$ cat src/rtl/mem_access.sv
// MEM pipeline stage: performs loads/stores on a req/ack bus with byte-lane
// steering, load sign/zero extension, misalignment detection and bus timeout.
// Handshake: bus_req/bus_we/bus_addr/bus_be/bus_wdata are held stable from the
// cycle bus_req rises until the cycle bus_ack is sampled high; that cycle
// completes the access and bus_req drops on the following edge.
module mem_access #(
    parameter int XLEN    = 32,
    parameter int TIMEOUT = 16
) (
    input  logic            clk,
    input  logic            rst,
    input  logic            en,
    input  logic [XLEN-1:0] addr,
    input  logic [XLEN-1:0] store_data,
    input  logic            en_mem,
    input  logic            mem_write,
    input  logic            mem_read_unsigned,
    input  logic [1:0]      mem_size,
    input  logic            en_wb,
    input  logic [4:0]      reg_write,
    input  logic [XLEN-1:0] pcp4,
    input  logic            use_pcp4,
    output logic            stall,
    output logic            bus_req,
    output logic            bus_we,
    output logic [XLEN-1:0] bus_addr,
    output logic [XLEN-1:0] bus_wdata,
    output logic [3:0]      bus_be,
    input  logic [XLEN-1:0] bus_rdata,
    input  logic            bus_ack,
    output logic [XLEN-1:0] wb_data,
    output logic            en_wb_out,
    output logic [4:0]      reg_write_out,
    output logic [XLEN-1:0] pcp4_out,
    output logic            use_pcp4_out,
    output logic            fault,
    output logic            dbg_state
);

    typedef enum logic [0:0] {IDLE = 1'b0, BUS = 1'b1} state_t;

    localparam int CNT_W = $clog2(TIMEOUT) + 1;
    localparam logic [CNT_W-1:0] CNT_MAX = CNT_W'(TIMEOUT - 1);

    state_t          state_q;
    logic [CNT_W-1:0] cnt_q;
    logic            bus_req_q, bus_we_q, fault_q;
    logic [XLEN-1:0] bus_addr_q, bus_wdata_q, wb_data_q, pcp4_out_q;
    logic [3:0]      bus_be_q;
    logic            en_wb_out_q, use_pcp4_out_q;
    logic [4:0]      reg_write_out_q;

    // Request and write-back bundle captured at accept time
    logic [XLEN-1:0] lat_addr_q, lat_pcp4_q;
    logic [1:0]      lat_size_q;
    logic            lat_unsigned_q, lat_en_wb_q, lat_use_q;
    logic [4:0]      lat_rd_q;

    logic            misaligned, accept_ok, timeout;
    logic [3:0]      be_d;
    logic [XLEN-1:0] wdata_d, load_d, lane_sh;

    assign misaligned = (mem_size == 2'd3) ||
                        (mem_size == 2'd1 && addr[0]) ||
                        (mem_size == 2'd2 && addr[1:0] != 2'b00);
    assign accept_ok  = (state_q == IDLE) && en && en_mem && !misaligned;
    assign timeout    = (state_q == BUS) && (cnt_q == CNT_MAX);
    assign stall      = accept_ok || ((state_q == BUS) && !(bus_ack || timeout));

    // Byte-lane mask and replicated store data for the incoming request
    always_comb begin
        be_d    = 4'hF;
        wdata_d = store_data;
        case (mem_size)
            2'd0: begin
                be_d    = 4'b0001 << addr[1:0];
                wdata_d = {4{store_data[7:0]}};
            end
            2'd1: begin
                be_d    = addr[1] ? 4'b1100 : 4'b0011;
                wdata_d = {2{store_data[15:0]}};
            end
            default: begin
                be_d    = 4'hF;
                wdata_d = store_data;
            end
        endcase
    end

    // Select the addressed lane of the read data and extend it to XLEN
    always_comb begin
        lane_sh = bus_rdata >> {lat_addr_q[1:0], 3'b000};
        load_d  = bus_rdata;
        case (lat_size_q)
            2'd0:    load_d = lat_unsigned_q ? {{(XLEN-8){1'b0}}, lane_sh[7:0]}
                                             : {{(XLEN-8){lane_sh[7]}}, lane_sh[7:0]};
            2'd1:    load_d = lat_unsigned_q ? {{(XLEN-16){1'b0}}, lane_sh[15:0]}
                                             : {{(XLEN-16){lane_sh[15]}}, lane_sh[15:0]};
            default: load_d = bus_rdata;
        endcase
    end

    // Stage FSM: accept/pass-through in IDLE, wait for ack or timeout in BUS
    always_ff @(posedge clk or posedge rst) begin
        if (rst) begin
            state_q         <= IDLE;
            cnt_q           <= '0;
            bus_req_q       <= 1'b0;
            bus_we_q        <= 1'b0;
            bus_addr_q      <= '0;
            bus_wdata_q     <= '0;
            bus_be_q        <= 4'b0;
            wb_data_q       <= '0;
            en_wb_out_q     <= 1'b0;
            reg_write_out_q <= 5'b0;
            pcp4_out_q      <= '0;
            use_pcp4_out_q  <= 1'b0;
            fault_q         <= 1'b0;
            lat_addr_q      <= '0;
            lat_pcp4_q      <= '0;
            lat_size_q      <= 2'b0;
            lat_unsigned_q  <= 1'b0;
            lat_en_wb_q     <= 1'b0;
            lat_use_q       <= 1'b0;
            lat_rd_q        <= 5'b0;
        end else begin
            fault_q     <= 1'b0;
            en_wb_out_q <= 1'b0;
            case (state_q)
                IDLE: begin
                    if (en) begin
                        if (!en_mem) begin
                            wb_data_q       <= addr;
                            en_wb_out_q     <= en_wb;
                            reg_write_out_q <= reg_write;
                            pcp4_out_q      <= pcp4;
                            use_pcp4_out_q  <= use_pcp4;
                        end else if (misaligned) begin
                            fault_q <= 1'b1;
                        end else begin
                            lat_addr_q     <= addr;
                            lat_pcp4_q     <= pcp4;
                            lat_size_q     <= mem_size;
                            lat_unsigned_q <= mem_read_unsigned;
                            lat_en_wb_q    <= en_wb;
                            lat_use_q      <= use_pcp4;
                            lat_rd_q       <= reg_write;
                            bus_req_q      <= 1'b1;
                            bus_we_q       <= mem_write;
                            bus_addr_q     <= {addr[XLEN-1:2], 2'b00};
                            bus_be_q       <= be_d;
                            bus_wdata_q    <= wdata_d;
                            cnt_q          <= '0;
                            state_q        <= BUS;
                        end
                    end
                end
                BUS: begin
                    if (bus_ack) begin
                        bus_req_q       <= 1'b0;
                        state_q         <= IDLE;
                        wb_data_q       <= bus_we_q ? lat_addr_q : load_d;
                        en_wb_out_q     <= lat_en_wb_q;
                        reg_write_out_q <= lat_rd_q;
                        pcp4_out_q      <= lat_pcp4_q;
                        use_pcp4_out_q  <= lat_use_q;
                    end else if (timeout) begin
                        bus_req_q <= 1'b0;
                        fault_q   <= 1'b1;
                        state_q   <= IDLE;
                    end else if (cnt_q != CNT_MAX) begin
                        cnt_q <= cnt_q + 1'b1;
                    end
                end
                default: state_q <= IDLE;
            endcase
        end
    end

    assign bus_req       = bus_req_q;
    assign bus_we        = bus_we_q;
    assign bus_addr      = bus_addr_q;
    assign bus_wdata     = bus_wdata_q;
    assign bus_be        = bus_be_q;
    assign wb_data       = wb_data_q;
    assign en_wb_out     = en_wb_out_q;
    assign reg_write_out = reg_write_out_q;
    assign pcp4_out      = pcp4_out_q;
    assign use_pcp4_out  = use_pcp4_out_q;
    assign fault         = fault_q;
    assign dbg_state     = state_q;

endmodule
$ cat config.mk
export PLATFORM = sky130hd
export DESIGN_NAME = mem_access
export DESIGN_NICKNAME = d
export VERILOG_FILES = /design/src/rtl/mem_access.sv
export SDC_FILE = /design/constraint.sdc
export NUM_CORES = 1
export LEC_CHECK = 0
export CAP_MARGIN = 20
export CORE_UTILIZATION = 43
export CTS_CLUSTER_DIAMETER = 150
export CTS_CLUSTER_SIZE = 40
export DETAILED_ROUTE_END_ITERATION = 8
export GPL_TIMING_DRIVEN = 0
export PLACE_DENSITY = 0.77
export SKIP_LAST_GASP = 1
export SLEW_MARGIN = 25
export SYNTH_ARGS = -nofsm -noshare
export SYNTH_HDL_FRONTEND = slang
export SYNTH_SLANG_ARGS = --single-unit
$ cat constraint.sdc
create_clock -name clk -period 6.2 [get_ports clk]
set_input_delay 0.93 -clock clk [delete_from_list [all_inputs] [get_ports clk]]
set_output_delay 0.93 -clock clk [all_outputs]
set_load 0.005 [all_outputs]
Yosys cells after proc, flatten, opt, wreduce, memory -nomap -nowiden
Cells that the tools add are included.
{"block": "totals", "elab_cells": 112, "input_bits": 144, "n_memories": 0, "rom_bits": 0, "ff_bits": 220, "latchBits": 0, "ramBits": 0, "output_inout_bits": 144}
{"block": "classes", "bitwise": 2, "n_div": 0, "reduce_logical": 20, "order_cmp": 0, "multipliers": 0, "n_mux": 52, "addsub": 1, "shifts": 2, "eq_ne": 15}
{"cell": "$mux 32", "n": 9}
{"cell": "$pmux 32 s2", "n": 4}
{"cell": "$mux 5", "n": 9}
{"cell": "$shr 32x5->16", "n": 1}
{"cell": "$mux 1", "n": 21}
{"cell": "$pmux 5 s2", "n": 2}
{"cell": "$ne 2x2->1 const B", "n": 7}
{"cell": "$pmux 1 s2", "n": 5}
{"cell": "$pmux 4 s2", "n": 1}
{"cell": "$reduce_and 4->1", "n": 2}
{"cell": "$logic_and 1x1->1", "n": 7}
{"cell": "$reduce_and 6->1", "n": 1}
{"cell": "$add 5x1->5 const B", "n": 1}
{"cell": "$eq 5x4->1 const B", "n": 1}
{"cell": "$ne 5x4->1 const B", "n": 1}
{"cell": "$eq 2x1->1 const B", "n": 2}
{"cell": "$eq 2x2->1 const B", "n": 2}
{"cell": "$logic_not 2->1", "n": 2}
{"cell": "$logic_or 1x1->1", "n": 4}
{"cell": "$mux 4", "n": 1}
{"cell": "$shl 1x2->4 const A", "n": 1}
{"cell": "$ne 3x2->1 const B", "n": 1}
{"cell": "$reduce_and 3->1", "n": 1}
{"cell": "$logic_not 1->1", "n": 2}
{"cell": "other kinds (3)", "n": 4}

Longest topological paths before layout
Gate-level depths: netlist (run 1).
{"block": "depth", "depth_word": 8, "ltp_mapped": 7, "mapped_depth_nobuf": 7}

Least setup slack after synthesis (run 1)
OpenSTA, ideal clock, no wires.
{"block": "synth_timing", "path_kind": "input to output", "startpoint": "input addr[0]", "endpoint": "output stall", "n_path_buf": 0, "path_stages": 3, "required_time_ns": 5.270, "arrival_ns": 1.555, "setup_slack_ns": 3.715, "cell_sequence": "o21a_1 -> o22a_1 -> o21ai_0"}
{"block": "synth_via", "elab_chain_len": 6, "elab_cells_between_ends": 8, "cone_classes": "reduce/logical: 8"}
{"element": "start: declaration", "line": "13", "source": "input logic [XLEN-1:0] addr,"}
{"element": "$reduce_bool 2->1 or $logic_and 1x1->1 (tied branches)", "line": "65, 64"}
{"element": "$logic_and 1x1->1 or $logic_or 1x1->1 (tied branches)", "line": "65, 63"}
{"element": "$logic_or 1x1->1 (*)", "line": "64", "source": "(mem_size == 2'd1 && addr[0]) ||"}
{"element": "$logic_not 1->1 (*)", "line": "66", "source": "assign accept_ok = (state_q == IDLE) && en && en_mem && !misaligned;"}
{"element": "$logic_and 1x1->1 (*)", "line": "66"}
{"element": "$logic_or 1x1->1 (*)", "line": "68", "source": "assign stall = accept_ok || ((state_q == BUS) && !(bus_ack || timeout));"}
{"element": "end: declaration", "line": "23", "source": "output logic stall,"}
Every way passes the cells marked *; elsewhere a longest branch is shown, timed or not.

Worst setup path after layout (run 1)
{"block": "layout_timing", "startpoint": "input addr[1]", "endpoint": "output stall"}
{"block": "layout_via", "elab_chain_len": 6}
{"element": "$reduce_bool 2->1", "line": "65", "source": "(mem_size == 2'd2 && addr[1:0] != 2'b00);"}
{"element": "$logic_and 1x1->1", "line": "65"}
{"element": "$logic_or 1x1->1", "line": "64"}
{"element": "$logic_not 1->1", "line": "66"}
{"element": "$logic_and 1x1->1", "line": "66"}
{"element": "$logic_or 1x1->1", "line": "68"}
Every way passes these cells.

==> results of run 1 <==
worst register-to-register path: cells and delay by family, from the launching register on:
kind / cells / cell delay, ns
mux: 1 / 0.36
simple gates: 2 / 0.60
buf+inv: 4 / 0.93
flops: 1 / 0.39
final cells by class:
cell class / count / share of cell area
antenna: 1 / 0.0001867
inverter: 8 / 0.002801
tap: 280 / 0.02614
multi-input combinational: 554 / 0.3115
clock inverter: 15 / 0.01559
clock buffer: 17 / 0.03174
sequential: 190 / 0.3548
timing repair buffer: 286 / 0.2162
buffer: 92 / 0.04108
cells in the mapped netlist (5+ instances only):
| cell | number |
|---|---|
| a21oi_1 | 34 |
| a221o_1 | 7 |
| a22oi_1 | 8 |
| a22oi_2 | 10 |
| a2bb2oi_1 | 7 |
| buf_2 | 14 |
| buf_4 | 34 |
| buf_6 | 8 |
| clkbuf_1 | 35 |
| dfrtp_1 | 190 |
| inv_1 | 8 |
| mux2_2 | 131 |
| mux2i_1 | 50 |
| nand2_1 | 101 |
| nand2b_1 | 6 |
| nand3b_1 | 17 |
| nor2_1 | 6 |
| nor2b_1 | 19 |
| nor3b_1 | 11 |
| o211ai_1 | 18 |
| o21ai_0 | 89 |
| o32ai_1 | 5 |
cells in the final DEF, fill, tap and decap left out, drive strengths merged, types with 5 or more instances in the layout:
cell type,netlist,layout
clkdlybuf4s50,0,284
a2bb2oi,7,7
nor3b,11,11
clkbuf,35,52
o32ai,5,5
mux2i,51,51
dfrtp,190,190
nor2b,19,19
inv,8,15
nor2,7,7
o211ai,18,18
clkinv,0,7
o21ai,89,89
a21oi,34,34
nand3b,17,17
a221o,7,7
nand2b,6,6
nand2,101,101
buf,57,59
a22oi,18,18
mux2,131,131
routing by layer:
layer	vias to the layer above	routed length [um]	track usage	part of all wire
li1	3591	-	-	-
met1	3968	11800	0.3273	0.40
met2	367	14380	0.4468	0.49
met3	49	2708	0.07697	0.092
met4	0	663	0.07900	0.022
met5	-	0	0	0
flip-flops by register name, indices dropped and copies added, names as in the netlist, 2 cells and up:
register and count:
bus_be 4, bus_wdata 32, cnt_q 5, lat_addr_q 32, lat_pcp4_q 32, lat_rd_q 5, lat_size_q 2, pcp4_out 32
reg_write_out 5, wb_data 32
metrics by stage:
step / area (um^2) / setup TNS, ns / hold slack [ns]
2_1_floorplan: 9509 / 0 / 0.4460
3_3_place_gp: 12700 / -499.78 / 0.4616
3_5_place_dp: 12760 / 0 / 0.4697
4_1_cts: 13400 / 0 / 0.4877
5_1_grt: 13400 / 0 / 0.5135
6_report: 13400 / 0 / 0.4838
path summary, 6_finish.rpt:
| check | end | from | slack, ns | depth (start not counted) |
|---|---|---|---|---|
| setup / recovery | stall | addr[1] | 2.37 | 5 |
| hold / removal | pcp4_out[7] | pcp4_out[7] | 0.48 | 2 |
| setup reg to reg | lat_rd_q[1] | dbg_state | 3.81 | 7 |
| hold reg to reg | pcp4_out[7] | pcp4_out[7] | 0.48 | 2 |
| max in group asynchronous | wb_data[8] | rst | 4.22 | 4 |
| min in group asynchronous | lat_pcp4_q[9] | rst | 0.85 | 2 |
power by group:
group | switching, mW | internal (mW) | total, mW
Sequential | 0.205 | 1.57 | 1.77
Combinational | 0.635 | 0.929 | 1.56
Clock | 0.567 | 0.593 | 1.16
cell families (layout without fill, tap and decap cells):
kind of cell	Yosys count	after routing	share of synthesized area
buffers and inverters	100	418	0.06108
DFF	190	190	0.5002
AOI/OAI and AO/OA	194	194	0.1344
and+or+nand+nor	173	173	0.09017
adders and majority gates	2	2	0.002632
xor gates and xnor gates	1	1	0.0009216
muxes	182	182	0.2102
other	1	3	0.0003945
==> metrics.yaml, run 1 <==
logic_synthesis:
  synth_area_leader_cell: "dfrtp_1"
  synth-seq-cells: 190
  synth_area_per_cell_um2: 11.28
  seq_area_frac_synth: 0.5002
  synth_edf_count: 0
  async_flop_share: 1.000
  syn_inst: 843
  yosys_warnings: 0
  yosysUniqueCellTypes: 49
  synth_ff_type: "dfrtp_1"
  synthDominantCellAreaShare: 0.5002
  synth_top_cells_by_area: "dfrtp_1, mux2_2, mux2i_1"
  synthesis.area_um2: 9505
global_routing:
  grtUsageTotal: 0.2649
  grt_pass1_wl_um: 45060
  grt_max_degree: 84
  grt_overflow: 0
  antenna_found_initial: 1
  grt_pass1_vias: 7995
route:
  via_per_inst: 5.527
  wirelength_um: 29550
  drc: 0
  via_count: 7975
  wl_per_cell_um: 20.48
  first_pass_iters: 5
  drt_iter0_drc: 421
  final_antenna_net_count: 0
clock_network:
  path_clk_slew_ns: 0.08
  tritoncts: "yes"
  numCtsBuffers: 17
  clock_sinks: 190
  cts_max_level: 4
  hold_buffers: 0
  cts_buffer_depth: 2
  ctsResizeCount: 0
  clk_latency_ns: 0.44
  root_buffer: "clkbuf_16"
  post_cts_buffers: 0
critical_path:
  worstPathArrival_ns: 2.90
  critPathLaunchType: "primary input"
  crit_top_cell: "clkdlybuf4s50_1"
  cp_slowest_cell: "clkdlybuf4s50_1"
  crit_buf_inv: 2
  worstSetupPathType: "in2out"
  end_kind: "primary output"
  crit_fanout: 8
  cp_slowest_stage_delay_ns: 0.62
  worstPathRequired_ns: 5.27
  crit_chain: "clkdlybuf4s50_1 > o21a_1 > o22a_1 > o21ai_0 > clkdlybuf4s50_1"
  cp_top_family: "buffers and inverters"
timing:
  finalMaxSlewViolations: 0
  setup_slack_ns: 2.369
  period_share: 0.6179
  finalSetupViolCount: 0
  rsz0062_at_grt: "no"
  relSlewSlack: 0.3103
  period_needed_ns: 3.831
  tightest_slew_ns: 1.009
  final.setup_skew_ns: 0.01284
  max_freq_ghz: 0.2610
  hold_viol: 0
floorplan:
  core_um2: 21760
  die_w_um: 150.7
  io_pins: 288
  std_cell_rows: 54
  die_area_um2: 22700
  initial_utilization: 0.4369
  die_h_um: 150.7
job:
  maxCapViolations: 0
power:
  leakagePower_nw: 5.475
  vdd_drop_max_mv: 0.2112
  power_density_nw_per_um2: 335.3
  total_power_mw: 4.494
placed_design:
  dpl.hpwl_um: 21950
  dp.cells: 1410
  gp_congestion: 0.9352
  portBuffers: 284
  dp_slack_ns: 2.348
final_layout:
  multiInputGateArea_um2: 4174
  regArea_um2: 4755
  instances_no_fill: 1443
  final_core_util: 0.6160
  drive_gt1_frac: 0.2057
  syn2layout_area_growth_pct: 40.99
  fillers: 1762
  num-nets-final: 1295
min_path:
  hold_path.class: "reg2reg"
status:
  status: "finished, final reports clean"
(Power assumes the default switching activity.)
==> run 2, diff against run 1 <==
- CORE_UTILIZATION: 43 -> 48
- PLACE_DENSITY: 0.77 -> 0.82
- clock period: 6.2 -> 4 ns (I/O delays scaled with it)
==> run 2 against run 1 <==
- count of clock-buffer cells in the layout unchanged
- die area decreased by 10%
- sequential cell count did not move
- design area is 0.53% higher
- via count increased by 0.45%
- clock power is 57% higher
- global-route usage is 2.7 points higher
- register-to-register slack got worse by 2.1 ns
- clock skew down 0.0017 ns
- total power is 56% higher
- hold slack got worse by 0.00096 ns
- first-iteration DRC count grew 25%
==> metrics.yaml, run 2 (synthesized netlist as in run 1, its figures left out) <==
final_layout:
  drive_gt1_frac: 0.2091
  final_cell_mix: "clkdlybuf4s50_1, dfrtp_1, mux2_2"
  num-nets-final: 1300
  num_antenna_cells: 0
  final_common_cell: "clkdlybuf4s50_1"
  instances_no_fill: 1432
  syn2layout_area_growth_pct: 41.74
  final_area_um2: 13470
critical_path:
  rrSetupSlack_ns: 1.68
  r2r_start: "dbg_state"
  cp_slowest_cell: "clkdlybuf4s50_1"
  crit_fanout: 7
  ff2ff_path_depth: 7
  crit_top_cell: "ha_1"
  worstSetupPathType: "reg2out"
  crit_buf_inv: 2
  cp_slowest_stage_delay_ns: 0.54
  cp_top_family: "buffers and inverters"
  critPathLaunchType: "flip-flop"
  end_kind: "primary output"
  worstPathArrival_ns: 2.69
  crit_chain: "ha_1 > and3_1 > ha_1 > or3_1 > clkbuf_1 > o21ai_0 > clkdlybuf4s50_1"
  worstPathRequired_ns: 3.40
  rr_endpoint: "lat_pcp4_q[3]"
floorplan:
  die_area_um2: 20370
  die_w_um: 142.7
  initial_utilization: 0.4884
  std_cell_rows: 51
  die_h_um: 142.7
  io_pins: 288
  core_um2: 19460
job:
  maxCapViolations: 0
global_routing:
  grt_max_degree: 32
  grt_pass1_vias: 8128
  grt_pass1_wl_um: 44510
  antenna_found_initial: 0
  grt_overflow: 0
  grtUsageTotal: 0.2916
status:
  status: "finished, final reports clean"
placed_design:
  portBuffers: 284
  place_area_um2: 12830
  dp_slack_ns: 0.8235
  dpl.hpwl_um: 21970
  gp_congestion: 0.9547
  dp.cells: 1400
power:
  leakagePower_nw: 5.515
  comb_power_share: 0.348
  pwr-share-seq: 0.392
  switching_share: 0.3079
  power_density_nw_per_um2: 519.2
  p_switching_mw: 2.153
  intPower_mw: 4.841
  vdd_drop_max_mv: 0.3637
  pwr-share-clk: 0.260
timing:
  finalSetupViolCount: 0
  finalMaxSlewViolations: 0
  relSlewSlack: 0.4912
  period_share: 0.8237
  period_needed_ns: 3.295
  setup_slack_ns: 0.7053
  setup-tns-final_ns: 0
  tightest_slew_ns: 0.7604
  hold_viol: 0
  max_freq_ghz: 0.3035
  rsz0062_at_grt: "no"
  final.setup_skew_ns: 0.01114
clock_network:
  ctsResizeCount: 0
  clk_latency_ns: 0.45
  numCtsBuffers: 17
  hold_buffers: 0
  tritoncts: "yes"
  path_clk_slew_ns: 0.07
  root_buffer: "clkbuf_16"
  cts_buffer_depth: 2
  clock_sinks: 190
  post_cts_buffers: 0
  cts_max_level: 4
min_path:
  worstHoldStart: "reg_write_out[1]"
  hold_path_end: "reg_write_out[1]"
  hold_path.class: "reg2reg"
  hold_depth: 2
route:
  drt_iter0_drc: 526
  final_antenna_net_count: 0
  wl_per_cell_um: 20.27
  via_per_inst: 5.594
  drc: 0
  wirelength_um: 29030
  via_count: 8011
  first_pass_iters: 5
-- run 2: changes by cell type in the layout (fill, tap and decap cells not counted) --
cell / change
buf_12: +7
clkinvlp_4: +1
inv_6: +1
inv_8: -2
inv_12: -2
buf_16: -2
bufinv_16: +1
clkinv_8: +1
diode_2: -1
-- run 2: per-layer routing --
metal / global-route usage / part of all wire / vias to the layer above
met5: 0 / 0 / -
met1: 0.3432 / 0.39 / 3959
li1: - / - / 3622
met3: 0.07746 / 0.081 / 67
met2: 0.4979 / 0.49 / 363
met4: 0.1330 / 0.037 / 0
-- run 2: power by group through the flow --
| stage | Clock [mW] | Sequential (mW) | Combinational [mW] |
|---|---|---|---|
| global route | 1.90 | 2.81 | 2.61 |
| global placement | 0 | 2.75 | 2.35 |
| finish | 1.82 | 2.74 | 2.43 |
| CTS | 1.85 | 2.74 | 2.44 |
| floorplan | 0 | 2.73 | 1.14 |
| detailed placement | 0 | 2.77 | 2.42 |
-- run 2: cell type report --
type / instances / area, um^2
Tap cell: 265 / 331.6
Multi-Input combinational cell: 554 / 4174
Sequential cell: 190 / 4755
Clock buffer: 17 / 425.4
Buffer: 92 / 550.5
Inverter: 8 / 33.78
Fill cell: 1422 / 5989
Clock inverter: 15 / 220.2
Timing Repair Buffer: 291 / 2983
-- run 2: worst max-delay path by stage --
stage                  start     endpoint  slack (ns)  depth (start not counted)
detailed placement   addr[1]        stall        0.82                          5
finish              cnt_q[0]        stall        0.71                          7
CTS                 cnt_q[0]        stall        0.69                          7
global route        cnt_q[0]        stall        0.64                          7
floorplan                rst    bus_be[0]        0.95                          1
global placement         rst  pcp4_out[5]       -0.69                          2
-- run 2: stage by stage --
| stage | total power, mW | utilization | hold slack (ns) |
|---|---|---|---|
| 6_report | 6.995 | 0.6923 | 0.4829 |
| 5_1_grt | 7.316 | 0.6923 | 0.4995 |
| 3_5_place_dp | 5.193 | 0.6591 | 0.4701 |
| 2_1_floorplan | 3.870 | - | 0.4460 |
| 3_3_place_gp | 5.099 | 0.6519 | 0.4577 |
| 4_1_cts | 7.026 | 0.6923 | 0.4862 |
-- run 2: tightest hold or removal path, stage by stage, from the launching register on --
cell,delay (ns)
dfrtp_1,0.35
nand2_1,0.05
o21ai_0,0.06
==> run 3, diff against run 2 <==
- clock period: 4 -> 3.3 ns (I/O delays scaled with it)
==> results of run 3 <==
The final DEF is identical to that of run 2. Status: finished, final reports clean.
Among the figures that moved: setup slack after placement 0.8235 ns -> 0.3335 ns; clock-pin slew on the worst setup and hold paths 0.07 ns -> 0.08 ns; setup slack after layout 0.7053 ns -> 0.1103 ns; hold slack 0.4829 ns -> 0.4209 ns; register-to-register setup slack 1.68 ns -> 0.98 ns; total power 6.995 mW -> 8.478 mW; worst IR drop on VDD 0.3637 mV -> 0.4408 mV
